<file path="config.mk">
export PLATFORM = sky130hd
export DESIGN_NAME = rst_seq_gen
export DESIGN_NICKNAME = d
export VERILOG_FILES = /design/src/rtl/rst_seq_gen.sv
export SDC_FILE = /design/constraint.sdc
export NUM_CORES = 1
export LEC_CHECK = 0
export BUFFER_PORTS_ARGS = -buffer_cell sky130_fd_sc_hd__buf_2
export CAP_MARGIN = 10
export CORE_ASPECT_RATIO = 0.8
export CORE_UTILIZATION = 30
export CTS_CLUSTER_DIAMETER = 100
export DETAILED_ROUTE_END_ITERATION = 6
export PLACE_DENSITY_LB_ADDON = 0.1
export SLEW_MARGIN = 20
export SYNTH_ARGS = -nofsm -noshare
export SYNTH_HDL_FRONTEND = slang
export SYNTH_SLANG_ARGS = --single-unit
</file>
<file path="constraint.sdc">
create_clock -name Clk_i -period 4.3 [get_ports Clk_i]
set_input_delay 0.43 -clock Clk_i [delete_from_list [all_inputs] [get_ports Clk_i]]
set_output_delay 0.43 -clock Clk_i [all_outputs]
set_load 0.005 [all_outputs]
</file>
<file path="src/rtl/rst_seq_gen.sv">
// Reset sequencer: synchronizes Rst_i release, holds all channels, then releases them one by one.
// Optional synchronous software reset (SwRst_i) is built only when RST_SEQ_SWRST_EN is defined.
module rst_seq_gen #(
  parameter int N_CH           = 4,
  parameter int SYNC_STAGES    = 2,
  parameter int HOLD_CYCLES    = 16,
  parameter int STAGGER_CYCLES = 4
) (
  input  logic            Clk_i,
  input  logic            Rst_i,
`ifdef RST_SEQ_SWRST_EN
  input  logic            SwRst_i,
`endif
  output logic [N_CH-1:0] Rst_o,
  output logic [N_CH-1:0] RstN_o,
  output logic            Busy_o,
  output logic [2:0]      State_o
);

  localparam int CNT_MAX = (HOLD_CYCLES > STAGGER_CYCLES) ? HOLD_CYCLES : STAGGER_CYCLES;
  localparam int CW      = $clog2(CNT_MAX + 1);
  localparam int IW      = (N_CH > 1) ? $clog2(N_CH) : 1;
  // The FSM state flop acts as the last synchronizer stage, so the chain is one shorter.
  localparam int SW      = SYNC_STAGES - 1;

  localparam logic [CW-1:0]   HOLD_LAST = CW'(HOLD_CYCLES - 1);
  localparam logic [CW-1:0]   STG_LAST  = (STAGGER_CYCLES > 0) ? CW'(STAGGER_CYCLES - 1) : '0;
  localparam logic [IW-1:0]   LAST_CH   = IW'(N_CH - 1);
  localparam logic [N_CH-1:0] CH0       = N_CH'(1);

  typedef enum logic [2:0] {
    ST_ASSERT  = 3'd0,
    ST_SYNC    = 3'd1,
    ST_HOLD    = 3'd2,
    ST_RELEASE = 3'd3,
    ST_RUN     = 3'd4
  } state_t;

  state_t          state_q;
  logic [SW-1:0]   sync_q;
  logic [CW-1:0]   cnt_q;
  logic [IW-1:0]   ch_idx_q;
  logic [N_CH-1:0] rst_q;
  logic [N_CH-1:0] rstn_q;
  logic            busy_q;
  logic            sw_req;

`ifdef RST_SEQ_SWRST_EN
  assign sw_req = SwRst_i;
`else
  assign sw_req = 1'b0;
`endif

  always_ff @(posedge Clk_i or posedge Rst_i) begin
    if (Rst_i) begin
      sync_q <= '0;
    end else begin
      sync_q <= (sync_q << 1) | SW'(1);
    end
  end

  always_ff @(posedge Clk_i or posedge Rst_i) begin
    if (Rst_i) begin
      state_q  <= ST_ASSERT;
      rst_q    <= '1;
      rstn_q   <= '0;
      busy_q   <= 1'b1;
      cnt_q    <= '0;
      ch_idx_q <= '0;
    end else if (sw_req && (state_q == ST_HOLD || state_q == ST_RELEASE || state_q == ST_RUN)) begin
      // Software reset re-enters HOLD directly; Rst_i is already synchronized here.
      state_q  <= ST_HOLD;
      rst_q    <= '1;
      rstn_q   <= '0;
      busy_q   <= 1'b1;
      cnt_q    <= '0;
      ch_idx_q <= '0;
    end else begin
      case (state_q)
        ST_ASSERT, ST_SYNC: begin
          cnt_q   <= '0;
          state_q <= sync_q[SW-1] ? ST_HOLD : ST_SYNC;
        end
        ST_HOLD: begin
          if (cnt_q == HOLD_LAST) begin
            cnt_q <= '0;
            if (N_CH == 1 || STAGGER_CYCLES == 0) begin
              rst_q   <= '0;
              rstn_q  <= '1;
              busy_q  <= 1'b0;
              state_q <= ST_RUN;
            end else begin
              rst_q    <= rst_q & ~CH0;
              rstn_q   <= rstn_q | CH0;
              ch_idx_q <= IW'(1);
              state_q  <= ST_RELEASE;
            end
          end else begin
            cnt_q <= cnt_q + 1'b1;
          end
        end
        ST_RELEASE: begin
          if (cnt_q == STG_LAST) begin
            cnt_q  <= '0;
            rst_q  <= rst_q & ~(CH0 << ch_idx_q);
            rstn_q <= rstn_q | (CH0 << ch_idx_q);
            if (ch_idx_q == LAST_CH) begin
              busy_q  <= 1'b0;
              state_q <= ST_RUN;
            end else begin
              ch_idx_q <= ch_idx_q + 1'b1;
            end
          end else begin
            cnt_q <= cnt_q + 1'b1;
          end
        end
        ST_RUN: begin
          cnt_q <= '0;
        end
        default: begin
          state_q <= ST_ASSERT;
          rst_q   <= '1;
          rstn_q  <= '0;
          busy_q  <= 1'b1;
          cnt_q   <= '0;
        end
      endcase
    end
  end

  assign Rst_o   = rst_q;
  assign RstN_o  = rstn_q;
  assign Busy_o  = busy_q;
  assign State_o = state_q;

endmodule
</file>
# Yosys cells after proc, flatten, opt, wreduce, memory -nomap -nowiden
# Cells that the tools add are included.
[classes]
n_addsub = 2
n_eq_ne = 11
n_shift = 1
mux = 21
bitwise = 7
n_reduce_logical = 10
[ops]
columns = ["op", "n"]
rows = [
  ["case mux 4 bit (3 select lines)", 2],
  ["case mux 3 bit (4 select lines)", 1],
  ["2-to-1 mux 5 bit", 2],
  ["case mux 5 bit (2 select lines)", 1],
  ["2-to-1 mux 3 bit", 3],
  ["AND reduction 3 bit", 3],
  ["2-to-1 mux 2 bit", 4],
  ["2-to-1 mux 4 bit", 2],
  ["AND reduction 4 bit", 2],
  ["equality test 3 x 2 -> 1 bit (second input constant)", 2],
  ["inequality test 2 x 1 -> 1 bit (second input constant)", 3],
  ["adder 5 x 1 -> 5 bit (second input constant)", 1],
  ["equality test 5 x 2 -> 1 bit (second input constant)", 1],
  ["equality test 5 x 4 -> 1 bit (second input constant)", 1],
  ["AND 4 bit", 1],
  ["2-to-1 mux 1 bit", 4],
  ["NOT 1 bit", 4],
  ["NOT 4 bit", 1],
  ["OR 4 bit", 1],
  ["case mux 2 bit (2 select lines)", 1],
  ["OR reduction 4 bit", 1],
  ["left shift 1 x 2 -> 4 bit (first input constant)", 1],
  ["equality test 3 x 1 -> 1 bit (second input constant)", 1],
  ["equality test 3 bit (second input constant)", 1],
  ["8 further kinds", 8],
]
[totals]
ff_bits = 20
inputBits = 2

# Longest topological paths before layout
[logic_depth]
word_depth = 5
mapped_depth = 8
depth_no_buf = 8

# Worst setup path before layout
# Ideal clock, no wire load.
[synth_path]
kind = "register to register"
start = "register cnt_q[0]"
end = "register ch_idx_q[1]"
setup_ps = 120
arrival_time_ps = 1401
required_time_ps = 4180
setup_slack_ps = 2779
path_stages_with_launch = 9
n_path_buf = 0
period_less_slack_ps = 1521
cell_sequence = "dfrtp_1 -> ha_1 -> nand3_1 -> inv_1 -> ha_1 -> nand2b_1 -> a21oi_2 -> a21oi_1 -> a31o_2"
[synth_via]
elab_chain_len = 3
[synth_rtl]
columns = ["item", "line", "source"]
rows = [
  ["from (decl)", "41", "logic [CW-1:0] cnt_q;"],
  ["from (signal assigned)", "99", "cnt_q <= cnt_q + 1'b1;"],
  ["from (signal assigned)", "114", "cnt_q <= cnt_q + 1'b1;"],
  ["equality test 5 x 4 -> 1 bit / equality test 5 x 2 -> 1 bit (equally long branches)", "85, 103", ""],
  ["inequality test 2 x 1 -> 1 bit (no line)", "n/a", ""],
  ["AND reduction 4 bit (no line) (*)", "n/a", ""],
  ["to (signal assigned)", "111", "ch_idx_q <= ch_idx_q + 1'b1;"],
  ["to (decl)", "42", "logic [IW-1:0] ch_idx_q;"],
]
# Mark *: on every way between the ends. The rest lies on a longest branch, timed or not.
# A chain may end at the register's enable or synchronous reset.

# Final worst setup path
# Ends and elaborated chain as after synthesis.

==> impl_metrics.env <==
export IMPL_gr_total_overflow=0
export IMPL_first_iter_violations=39
export IMPL_rr_worst_depth=5
export IMPL_p_int_mw=0.478
export IMPL_grt_usage_pct=13.4
export IMPL_p_sw_mw=0.269
export IMPL_area_delta_synth_final_pct=14.0
export IMPL_viasPerCell=4.87
export IMPL_synth_avg_cell_area_sq_um=9.66
export IMPL_dpl_hpwl_um=1420
export IMPL_place_gp_congestion=0.795
export IMPL_cts_setup_buffers=0
export IMPL_clkLatencyLatePin_ps=260
export IMPL_cts_inserted_buffers=3
export IMPL_grt_pass1_vias=716
export IMPL_synth_common_cells="nor2_1, dfrtp_1, o21ai_0"
export IMPL_seqPwrFrac_pct=46.7
export IMPL_core_region_area_sq_um=3180
export IMPL_path_clk_slew_ps=80
export IMPL_finalSetupViolCount=0
export IMPL_drc_errors=0
export IMPL_grt_max_degree=21
export IMPL_worst_setup_path_start_kind="flip-flop"
export IMPL_htree_num_levels=1
export IMPL_status="completed"
export IMPL_finalCoreUtilization_pct=37.1
export IMPL_yosysSeqAreaShare_pct=49.0
export IMPL_ir_drop_mv=0.221
export IMPL_holdBufCountCts=0
export IMPL_tns_ps=0
export IMPL_cts_path_max_buffers=2
export IMPL_drt_wl_total_um=2070
export IMPL_ys_warn_count=0
export IMPL_slowest_delay_ps=820
export IMPL_power_density_nw_per_um2=634
export IMPL_fmax_mhz=503
export IMPL_cp_max_fo=11
export IMPL_vias=774
export IMPL_async_flop_share_pct=100
export IMPL_cp_required_ps=4450
export IMPL_maxCapViolCount=0
export IMPL_ys_ff_latch=20
export IMPL_slowest_stage="nor4b_2"
export IMPL_hold_path_class="input pin to asynchronous set/reset pin"
export IMPL_syn_inst=107
export IMPL_post_synth_top_area_cell="dfrtp_1"
export IMPL_die_area_sq_um=3680
export IMPL_synth_nets=116
export IMPL_drt_pass1_iterations=4
export IMPL_crit_chain="ha_1 > nor4b_2 > nand2b_1 > a21oi_1 > a31o_2"
export IMPL_end_kind="flip-flop"
export IMPL_slew_headroom_pct=32.8
export IMPL_die_y_um=54.5
export IMPL_hold_violations=0
export IMPL_netlist_top_cells_area="dfrtp_1, dfstp_2, ha_1, nor2_1, o21ai_0"
export IMPL_portBuffers=13
export IMPL_fin_skew_ps=7.60
export IMPL_crit_type="flip-flop to flip-flop"
export IMPL_n_fill_cell=331
export IMPL_slew_viol_final=0
export IMPL_r2r_slack_ps=2310
export IMPL_arrival_ps=2140
export IMPL_pwr_share_clk_pct=19.5
export IMPL_period_share_pct=46.2
export IMPL_rsz0062_at_grt="no"
export IMPL_period_minus_slack_ps=1990
export IMPL_r2r_end="ch_idx_q[1]"
export IMPL_drtAntennaViolNets=0
export IMPL_cts_sink_count=20
export IMPL_synth_top_area_share_pct=36.3
export IMPL_n_antenna_cell=0
export IMPL_drive_gt1_share_pct=22.7
export IMPL_p_comb_share_pct=33.8
export IMPL_antenna_found_initial=0
export IMPL_post_cts_resized=0
export IMPL_clockRootBuffer="clkbuf_8"
export IMPL_yosysMostFrequentCell="nor2_1"
export IMPL_grt_pass1_wl_um=3460
export IMPL_worstMarginPinSlew_ps=1000
export IMPL_start_util_pct=32.5
export IMPL_syn_area_sq_um=1030
export IMPL_regToRegStartpoint="cnt_q[0]"
export IMPL_die_w_um=67.6
export IMPL_cts_tree="yes"
export IMPL_layout_nets=129
export IMPL_pin_count=14
export IMPL_synth_flop_cell="dfrtp_1"
export IMPL_p_leak_nw=0.560
export IMPL_rows=18
export IMPL_ys_types=29
export IMPL_wl_per_cell_um=13.0
export IMPL_netSwitchingFraction_pct=36.0
export IMPL_synth_edf_count=0
==> power by group through the flow <==
| stage | clock, mW | sequential (mW) | combinational [mW] |
|---|---|---|---|
| after floorplan | 0 | 0.325 | 0.203 |
| after global placement | 0 | 0.350 | 0.255 |
| after detailed placement | 0 | 0.352 | 0.256 |
| after CTS | 0.152 | 0.350 | 0.255 |
| after global routing | 0.161 | 0.363 | 0.293 |
| final | 0.146 | 0.349 | 0.252 |
==> cells by family after synthesis <==
group | count (synthesis) | share of synthesized area (%)
buf+inv | 12 | 4.96
xor+xnor | 2 | 1.70
simple gates | 41 | 21.2
fa+ha+maj | 7 | 8.47
flops | 20 | 49.0
compound gates | 22 | 12.3
other cells | 1 | 0.363
mux | 2 | 1.94
==> per-layer routing <==
layer / GRT usage, % / wire (um) / share of wire [%] / up-vias
met2: 20.0 / 848 / 41 / 14
li1: - / - / - / 383
met3: 4.58 / 101 / 4.9 / 5
met1: 18.1 / 1100 / 53 / 372
met5: 0 / 0 / 0 / -
met4: 4.26 / 24 / 1.2 / 0
==> cells in the final DEF (no fill, tap or decap), drive strengths merged, types with 5 or more instances in the layout <==
cell type   n
buf        13
dfstp       5
inv         7
ha          7
dfrtp      15
o21ai      11
a21oi       7
nor2       16
nand2       7
==> how the worst max path moves through the flow <==
stage | end | start | slack (ps)
after global placement | Rst_o[0] | cnt_q[0] | 2290
after floorplan | ch_idx_q[1] | cnt_q[0] | 2780
after global routing | Rst_o[0] | cnt_q[0] | 2110
after CTS | ch_idx_q[1] | cnt_q[0] | 2290
after detailed placement | ch_idx_q[1] | cnt_q[0] | 2300
final | ch_idx_q[1] | cnt_q[0] | 2310
==> through the flow <==
stage                     power, mW  instances  setup slack, ps  hold WS, ps  area, sq um
after floorplan               0.528        107             2780          390         1030
after global placement        0.605        155             2290          444         1120
after detailed placement      0.608        155             2300          457         1120
after CTS                     0.757        159             2290          342         1180
after global routing          0.817        159             2110          376         1180
final                         0.747        159             2310          299         1180
==> sequential cells by signal, summed over array words and instances (netlist names) <==
| signal | count |
|---|---|
| ch_idx_q | 2 |
| RstN_o | 4 |
| cnt_q | 5 |
| State_o | 3 |
| Busy_o | 1 |
| sync_q | 1 |
| Rst_o | 4 |
==> critical path: cells and delay by family (launching register included) <==
kind,cells,cell delay (ps)
and+or+nand+nor,2,1020
AOI/OAI and AO/OA,2,280
adders and majority gates,1,200
DFF,1,370
==> layout make-up <==
class                   instances  area [sq um]  share of cell area, %
flip-flops and latches         20           507                   43.0
multi-input cells              75           475                   40.3
repair buffers                 13          65.1                   5.52
clock buffers                   4          55.1                   4.67
well taps                      40          50.0                   4.25
inverters                       7          26.3                   2.23
(Power assumes the default switching activity.)
